## src/rtl/uart_pkg.sv

```systemverilog
// Shared UART definitions: FSM state encoding, parity mode constants, the
// baud divider calculation and the parity check helper. Intended to be
// shared by the receiver and a future transmitter.
package uart_pkg;

  typedef enum logic [2:0] {
    ST_IDLE   = 3'd0,
    ST_START  = 3'd1,
    ST_DATA   = 3'd2,
    ST_PARITY = 3'd3,
    ST_STOP   = 3'd4
  } uart_state_t;

  localparam int PAR_NONE = 0;
  localparam int PAR_ODD  = 1;
  localparam int PAR_EVEN = 2;

  // sysclk cycles per oversampling tick, rounded to nearest
  function automatic int calc_div(input longint clk_freq, input longint baud,
                                  input longint oversample);
    longint den;
    den = baud * oversample;
    return int'((clk_freq + den / 64'sd2) / den);
  endfunction

  // data_xor is the XOR of all data bits; returns 1 when the received parity
  // bit disagrees with the configured mode (never flags in PAR_NONE)
  function automatic logic parity_bad(input logic data_xor, input logic par_bit,
                                      input int mode);
    logic bad;
    case (mode)
      PAR_ODD:  bad = ~(data_xor ^ par_bit);
      PAR_EVEN: bad = data_xor ^ par_bit;
      default:  bad = 1'b0;
    endcase
    return bad;
  endfunction

endpackage

```

## src/rtl/uart_baud_tick.sv

```systemverilog
// Oversampling tick generator.
//   sysclk  : system clock
//   reset   : asynchronous active-low reset
//   restart : synchronously zeroes the divider (start-edge alignment)
//   tick    : registered one-cycle pulse every DIV sysclk cycles
module uart_baud_tick #(
  parameter int DIV = 10
) (
  input  logic sysclk,
  input  logic reset,
  input  logic restart,
  output logic tick
);

  localparam int CW = (DIV > 1) ? $clog2(DIV) : 1;

  logic [CW-1:0] cnt_r;
  logic          tick_r;

  // free-running divider, realigned on restart
  always_ff @(posedge sysclk or negedge reset) begin
    if (!reset) begin
      cnt_r  <= '0;
      tick_r <= 1'b0;
    end else if (restart) begin
      cnt_r  <= '0;
      tick_r <= 1'b0;
    end else if (cnt_r == CW'(DIV - 1)) begin
      cnt_r  <= '0;
      tick_r <= 1'b1;
    end else begin
      cnt_r  <= cnt_r + 1'b1;
      tick_r <= 1'b0;
    end
  end

  assign tick = tick_r;

endmodule

```

## src/rtl/uart_rx_param.sv

```systemverilog
// Parametrised UART receiver with majority-vote sampling, false-start
// rejection, error reporting and a valid/ready holding register.
//   sysclk      : system clock (rising edge)
//   reset       : asynchronous active-low reset
//   UART_RX     : asynchronous serial line, idles high
//   rx_data     : received word, stable while rx_valid
//   rx_valid    : word available, held until rx_valid & rx_ready
//   rx_ready    : consumer accept
//   err_frame   : one-cycle pulse, stop bit sampled low
//   err_parity  : one-cycle pulse, parity mismatch
//   err_overrun : one-cycle pulse, good frame arrived while word still held
module uart_rx_param
  import uart_pkg::*;
#(
  parameter int CLK_FREQ   = 100_000_000,
  parameter int BAUD       = 9600,
  parameter int DATA_BITS  = 8,
  parameter int PARITY     = 0,
  parameter int OVERSAMPLE = 16
) (
  input  logic                 sysclk,
  input  logic                 reset,
  input  logic                 UART_RX,
  output logic [DATA_BITS-1:0] rx_data,
  output logic                 rx_valid,
  input  logic                 rx_ready,
  output logic                 err_frame,
  output logic                 err_parity,
  output logic                 err_overrun
);

  localparam int DIV = calc_div(longint'(CLK_FREQ), longint'(BAUD), longint'(OVERSAMPLE));
  localparam int TW  = $clog2(OVERSAMPLE);
  localparam int BW  = $clog2(DATA_BITS + 1);

  if (DIV < 2) begin : g_div_check
    $error("uart_rx_param: baud divider below 2");
  end

  logic                 sync1_r, sync2_r, sync3_r;
  logic                 fall_s, restart_s, tick_s, maj_s, decide_s, accept_s, par_bad_s;
  uart_state_t          state_r;
  logic [TW-1:0]        tick_cnt_r;
  logic [BW-1:0]        bit_cnt_r;
  logic [DATA_BITS-1:0] shift_r;
  logic                 samp0_r, samp1_r, par_bit_r;
  logic [DATA_BITS-1:0] rx_data_r;
  logic                 rx_valid_r, err_frame_r, err_parity_r, err_overrun_r;

  // two-flop synchroniser plus a delayed copy for edge detection
  always_ff @(posedge sysclk or negedge reset) begin
    if (!reset) begin
      sync1_r <= 1'b1;
      sync2_r <= 1'b1;
      sync3_r <= 1'b1;
    end else begin
      sync1_r <= UART_RX;
      sync2_r <= sync1_r;
      sync3_r <= sync2_r;
    end
  end

  assign fall_s    = sync3_r & ~sync2_r;
  assign restart_s = (state_r == ST_IDLE) & fall_s;
  assign accept_s  = rx_valid_r & rx_ready;
  // third sample is the live line; the first two were captured earlier
  assign maj_s     = (samp0_r & samp1_r) | (samp0_r & sync2_r) | (samp1_r & sync2_r);
  assign decide_s  = tick_s & (tick_cnt_r == TW'(OVERSAMPLE / 2 + 1));
  assign par_bad_s = parity_bad(^shift_r, par_bit_r, PARITY);

  uart_baud_tick #(.DIV(DIV)) u_tick (
    .sysclk  (sysclk),
    .reset   (reset),
    .restart (restart_s),
    .tick    (tick_s)
  );

  // receive state machine and registered outputs
  always_ff @(posedge sysclk or negedge reset) begin
    if (!reset) begin
      state_r       <= ST_IDLE;
      tick_cnt_r    <= '0;
      bit_cnt_r     <= '0;
      shift_r       <= '0;
      samp0_r       <= 1'b1;
      samp1_r       <= 1'b1;
      par_bit_r     <= 1'b0;
      rx_data_r     <= '0;
      rx_valid_r    <= 1'b0;
      err_frame_r   <= 1'b0;
      err_parity_r  <= 1'b0;
      err_overrun_r <= 1'b0;
    end else begin
      err_frame_r   <= 1'b0;
      err_parity_r  <= 1'b0;
      err_overrun_r <= 1'b0;
      if (accept_s) begin
        rx_valid_r <= 1'b0;
      end
      // tick index 0 marks a bit boundary; the start edge counts as index 0
      if ((state_r != ST_IDLE) && tick_s) begin
        tick_cnt_r <= (tick_cnt_r == TW'(OVERSAMPLE - 1)) ? '0 : tick_cnt_r + 1'b1;
        if (tick_cnt_r == TW'(OVERSAMPLE / 2 - 1)) samp0_r <= sync2_r;
        if (tick_cnt_r == TW'(OVERSAMPLE / 2))     samp1_r <= sync2_r;
      end
      case (state_r)
        ST_IDLE: begin
          if (fall_s) begin
            state_r    <= ST_START;
            tick_cnt_r <= TW'(1);
            bit_cnt_r  <= '0;
          end
        end
        ST_START: begin
          if (decide_s && maj_s) begin
            state_r <= ST_IDLE;  // glitch, not a real start bit
          end else if (tick_s && (tick_cnt_r == TW'(OVERSAMPLE - 1))) begin
            state_r <= ST_DATA;
          end
        end
        ST_DATA: begin
          if (decide_s) begin
            shift_r <= {maj_s, shift_r[DATA_BITS-1:1]};
            if (bit_cnt_r == BW'(DATA_BITS - 1)) begin
              bit_cnt_r <= '0;
              state_r   <= (PARITY != PAR_NONE) ? ST_PARITY : ST_STOP;
            end else begin
              bit_cnt_r <= bit_cnt_r + 1'b1;
            end
          end
        end
        ST_PARITY: begin
          if (decide_s) begin
            par_bit_r <= maj_s;
            state_r   <= ST_STOP;
          end
        end
        ST_STOP: begin
          // re-arm mid stop bit so back-to-back frames are caught
          if (decide_s) begin
            state_r <= ST_IDLE;
            if (!maj_s) begin
              err_frame_r <= 1'b1;
            end else if (par_bad_s) begin
              err_parity_r <= 1'b1;
            end else if (rx_valid_r && !rx_ready) begin
              err_overrun_r <= 1'b1;
            end else begin
              rx_data_r  <= shift_r;
              rx_valid_r <= 1'b1;
            end
          end
        end
        default: state_r <= ST_IDLE;
      endcase
    end
  end

  assign rx_data     = rx_data_r;
  assign rx_valid    = rx_valid_r;
  assign err_frame   = err_frame_r;
  assign err_parity  = err_parity_r;
  assign err_overrun = err_overrun_r;

endmodule

```

## config.mk

```make
export PLATFORM = sky130hd
export DESIGN_NAME = uart_rx_param
export DESIGN_NICKNAME = d
export VERILOG_FILES = /design/src/rtl/uart_pkg.sv /design/src/rtl/uart_baud_tick.sv /design/src/rtl/uart_rx_param.sv
export SDC_FILE = /design/constraint.sdc
export NUM_CORES = 1
export LEC_CHECK = 0
export CAP_MARGIN = 40
export CORE_MARGIN = 1.5
export CORE_UTILIZATION = 45
export CTS_BUF_LIST = sky130_fd_sc_hd__clkbuf_8
export CTS_CLUSTER_DIAMETER = 80
export DETAILED_ROUTE_END_ITERATION = 7
export MAX_ROUTING_LAYER = met4
export PLACE_DENSITY = 0.66
export SETUP_SLACK_MARGIN = 0.5
export SLEW_MARGIN = 0
export SYNTH_ARGS = -nofsm -noshare
export SYNTH_HDL_FRONTEND = slang
export SYNTH_SLANG_ARGS = --single-unit
```

## constraint.sdc

```tcl
create_clock -name sysclk -period 1.8 [get_ports sysclk]
set_input_delay 0.36 -clock sysclk [delete_from_list [all_inputs] [get_ports sysclk]]
set_output_delay 0.36 -clock sysclk [all_outputs]
set_load 0.01 [all_outputs]
```

; ---- Word level (Yosys, flattened, before mapping)
; Index checks and enable logic that the tools add are counted.
[word_totals]
register_bits = 46
latchBits = 0
mem_bits_rw = 0
mem_bits_ro = 0
input_bits = 4
out_inout_bits = 12
wordCells = 91
memories = 0
[op_classes]
n_addsub = 3
n_mul = 0
n_div = 0
order_cmp = 0
n_eq_ne = 16
shifts = 0
muxes = 32
bitwise_logic = 11
n_reduce_logical = 14
[ops]
columns = op, count
row1 = $mux W4, 7
row2 = $mux W3, 7
row3 = $mux W10, 2
row4 = $pmux W3 S5, 1
row5 = $mux W1, 14
row6 = $eq A4 B4 Y1 const B, 3
row7 = $add A10 B1 Y10 const B, 1
row8 = $eq A10 B10 Y1 const B, 1
row9 = $ne A2 B2 Y1 const B, 5
row10 = $add A4 B1 Y4 const B, 2
row11 = $eq A4 B3 Y1 const B, 2
row12 = $pmux W4 S2, 1
row13 = $and A1 B1 Y1, 7
row14 = $eq A3 B2 Y1 const B, 2
row15 = $reduce_and A2 Y1, 3
row16 = $reduce_and A6 Y1, 1
row17 = $logic_and A1 B1 Y1, 4
row18 = $reduce_and A4 Y1, 1
row19 = $eq A3 B1 Y1 const B, 1
row20 = $eq A3 B3 Y1 const B, 1
row21 = $logic_not A3 Y1, 1
row22 = $ne A3 B3 Y1 const B, 1
row23 = $reduce_and A3 Y1, 1
row24 = $reduce_bool A3 Y1, 1
row25 = 4 further kinds, 6

; ---- Logic depth before layout (Yosys ltp)
[logic_depth]
ltp_word = 6
ltp_mapped = 8
depth_no_buf = 6

; ---- Hierarchy
; From an unflattened synthesis, not the netlist that was laid out.
[hier_totals]
hier_cells = 179
hier_area_um2 = 2172.1
[by_module_without_submodules]
columns = module, n_inst, cells_per_inst, area_per_inst_um2, seq_area_each_um2
row1 = uart_rx_param, 1, 127, 1637.8, 882.1
row2 = uart_baud_tick, 1, 52, 534.3, 275.3

; ---- Worst setup path before layout
; No wires, ideal clock.
[synth_timing]
kind = reg-to-reg
from = register tick_cnt_r[1]
to = register state_r[2]
setup_time_ns = 0.125
arrival_time_ns = 1.655
required_time_ns = 1.675
path_slack_ns = 0.020
stages_incl_launch_ff = 8
path_buffers = 1
period_less_slack_ns = 1.780
path_cell_list = dfrtp_1 -> inv_1 -> ha_1 -> and4b_1 -> buf_6 -> a2111oi_4 -> a211oi_2 -> mux2_4
[synth_between]
elab_chain_cells = 5
word_cells_on_any_way = 12
classes_between = eq/ne (6) / mux (2) / bitwise (1) / reduce/logical (3)
[synth_rtl]
columns = element, line_no
row1 = from (decl), uart_rx_param.sv:43  ; logic [TW-1:0] tick_cnt_r;
row2 = from (signal assigned), uart_rx_param.sv:102  ; tick_cnt_r <= (tick_cnt_r == TW'(OVERSAMPLE - 1)) ? '0 : tick_cnt_r + 1'b1;
row3 = $eq A4 B4 Y1, uart_rx_param.sv:68  ; assign decide_s = tick_s & (tick_cnt_r == TW'(OVERSAMPLE / 2 + 1));
row4 = $and A1 B1 Y1, uart_rx_param.sv:68
row5 = $logic_and A1 B1 Y1, uart_rx_param.sv:115  ; if (decide_s && maj_s) begin
row6 = $ne A3 B3 Y1 (no source line) / $mux W3 (equally long branches), n/a
row7 = $reduce_and A6 Y1 (no source line) / $pmux W3 S5 (equally long branches), n/a
row8 = to (signal assigned), uart_rx_param.sv:126  ; state_r <= (PARITY != PAR_NONE) ? ST_PARITY : ST_STOP;
row9 = to (decl), uart_rx_param.sv:42  ; uart_state_t state_r;
; Parallel ways exist; a longest one is shown, timed or not.
; A chain may end at the register's enable or synchronous reset.

; ---- Worst setup path after layout
[layout_timing]
from = register tick_cnt_r[0]
to = register state_r[2]
; Same word-level chain as after synthesis.

==> flow_summary.ini <==
[status]
status = finished, final reports clean

[layout]
drive_gt1_frac = 0.496
filler_cell_count = 354
area_growth_syn_to_layout_pct = 33.3
postLayoutCoreUtil = 0.617
antenna_cells = 0
nNetsFinal = 237

[timing]
rsz0062_at_grt = true
fmax_mhz = 570
tns_ns = 0
hold_ws_ns = 0.0340
worst_slack_ns = 0.0464
timing.final.crit_period_ns = 1.75
finalMaxSlewViolations = 0
post-route-period-util = 0.974
finalHoldViolations = 0
setup_viol = 0
fin_skew_ns = 0.00741

[global_route]
grt_pass1_wl_mm = 7.29
antenna_found_initial = 0
grt.total_usage = 0.187
grt_max_degree = 47
grt_pass1_vias = 1519
overflow = 0

[die]
dieWidth_um = 72.3
initial_utilization = 0.463
rows = 25
dieArea_mm2 = 0.00522
core_mm2 = 0.00466
fp.dieH_um = 72.3
ios = 16

[cts]
clk_pin_slew_ns = 0.09
clock_path_buffers = 2
insertion_delay_ns = 0.30
cts_hold_buffers = 0
htreeDepth = 2
cts-buffers-inserted = 5
tritoncts = yes
cts.sinks = 46
cts-root-buf = clkbuf_8

[routing]
first_iter_violations = 73
detail_route.wl_per_cell_um = 15.4
post_drt_via_cell_ratio = 5.32
drc = 0
vias = 1499
wl_mm = 4.34
ant_nets = 0
drtPass1Iterations = 4

[yosys]
synth_ff_type = dfrtp_1
synth_area_leaders = dfrtp_1 (48%), mux2_4 (6.3%), dfstp_2 (6.1%), mux2_2 (5.2%), nor2_1 (3.8%)
yosys.area.top_type = dfrtp_1
synth-seq-area-share = 0.536
synth_common_cells = dfrtp_1 (41), nor2_1 (22), mux2_2 (10)
syn_nets = 188
syn_avg_cell_area_um2 = 12.1
synth_edf_count = 0
synthCells = 178
synth_top_area_frac = 0.475
yosysWarnings = 0
ys_async_sr_fraction = 1.00
ys_types = 45
synth_most_common_cell = dfrtp_1
syn_area_mm2 = 0.00216
ys_ff_latch = 46

[power]
ir_worst_vdd_mv = 0.729
pwr_density_cell_mw_per_mm2 = 773
p_leak_nw = 1.35

[job]
maxCapViolations = 0

[place]
io_buffers = 14
hpwl_mm = 2.71
gp_congestion = 0.858
pre_cts_slack_ns = -0.0136

[min_path]
worst_hold_path_type = in2async

[worst_setup_path]
max_stage_delay_ns = 0.43
critPathKind = reg2reg
crit_required_ns = 1.98
crit_path_cell_trace = ha_4 -> and4b_2 -> a2111oi_4 -> a211oi_2 -> mux2_4
critPathMaxFanout = 5
cp-end-kind = flip-flop
crit_slowest_cell = dfrtp_1
critPathArrivalTime_ns = 1.94
cp-start-kind = flip-flop
repair_timing:
item / 4_1_cts / 5_1_grt
gates resized for setup: 58 / 30
cloned: 1 / 0
buffers inserted: 16 / 4
endpoints found under the setup margin: 54 / 54
pin swaps: 10 / 8
flip-flops by register name, summed over array words and instances, names as in the netlist:
signal,cells
u_tick.cnt_r,10
rx_data,8
shift_r,8
bit_cnt_r,4
tick_cnt_r,4
state_r,3
err_frame,1
err_overrun,1
rx_valid,1
samp0_r,1
samp1_r,1
sync1_r,1
sync2_r,1
sync3_r,1
u_tick.tick,1
power by group:
group | switching, mW | total [mW] | internal (mW)
clock network | 0.341 | 0.653 | 0.312
logic | 0.186 | 0.357 | 0.171
registers | 0.0966 | 1.22 | 1.12
cells by family (layout without fill, tap and decap cells):
logic type	count (synthesis)	after routing	share of synthesized area
multiplexers	21	21	0.124
buffers and inverters	13	62	0.0330
AND/OR/NAND/NOR	62	63	0.153
other	1	1	0.00174
XOR/XNOR	9	9	0.0365
flip-flops	46	46	0.536
adder cells (fa/ha/maj)	7	7	0.0394
AO/OA/AOI/OAI	19	19	0.0765
cells in the final DEF (no fill, tap or decap), types with 6 or more instances in the layout:
| cell | netlist | layout |
|---|---|---|
| inv_1 | 7 | 7 |
| dfrtp_1 | 41 | 41 |
| buf_4 | 1 | 21 |
| mux2_4 | 9 | 9 |
| clkbuf_8 | 0 | 6 |
| buf_6 | 2 | 10 |
| nor2_1 | 22 | 16 |
| nand2_1 | 9 | 7 |
| nand3_1 | 7 | 6 |
| clkbuf_2 | 1 | 8 |
| mux2_2 | 10 | 10 |
| xnor2_1 | 7 | 7 |
worst max-delay path: cells and delay by family (launching register included):
kind                       cells  cell delay [ns]
AOI/OAI and AO/OA              2             0.45
muxes                          1             0.30
DFF                            1             0.43
and+or+nand+nor                1             0.28
adders and majority gates      1             0.18
path summary, 6_finish.rpt:
| check | start | end | slack (ns) | depth (start not counted) |
|---|---|---|---|---|
| max reg2reg | tick_cnt_r[0]$_DFF_PN0_ | state_r[2]$_DFFE_PN0P_ | 0.05 | 5 |
| max in group asynchronous | reset | sync2_r$_DFF_PN1_ | 1.50 | 2 |
| min in group sysclk | sync1_r$_DFF_PN1_ | sync2_r$_DFF_PN1_ | 0.36 | 0 |
| min reg2reg | sync1_r$_DFF_PN1_ | sync2_r$_DFF_PN1_ | 0.36 | 0 |
| min | reset | bit_cnt_r[2]$_DFFE_PN0P_ | 0.03 | 2 |
| max | tick_cnt_r[0]$_DFF_PN0_ | state_r[2]$_DFFE_PN0P_ | 0.05 | 5 |
layer usage:
| layer | vias to the layer above | part of all wire | GRT usage |
|---|---|---|---|
| met5 | - | 0 | - |
| met4 | 0 | 0.012 | 0.0482 |
| met3 | 7 | 0.025 | 0.0472 |
| met2 | 17 | 0.53 | 0.310 |
| met1 | 755 | 0.43 | 0.232 |
| li1 | 720 | - | - |
per-stage QoR:
stage / power, mW / cells / instance area (µm²)
final: 2.23 / 282 / 2880
after global routing: 2.35 / 282 / 2880
after CTS: 2.23 / 278 / 2820
after detailed placement: 1.53 / 253 / 2460
after global placement: 1.51 / 253 / 2460
after floorplan: 1.43 / 178 / 2220
cell type report:
cell class                 instances  area [µm²]  area share
clock buffer                       6        82.6      0.0287
multi-input combinational        120        1140       0.397
tap                               54        67.6      0.0235
clock inverter                     2        12.5     0.00435
sequential                        46        1160       0.402
inverter                           7        26.3     0.00913
timing repair buffer              47         390       0.136
(Power assumes the default switching activity.)
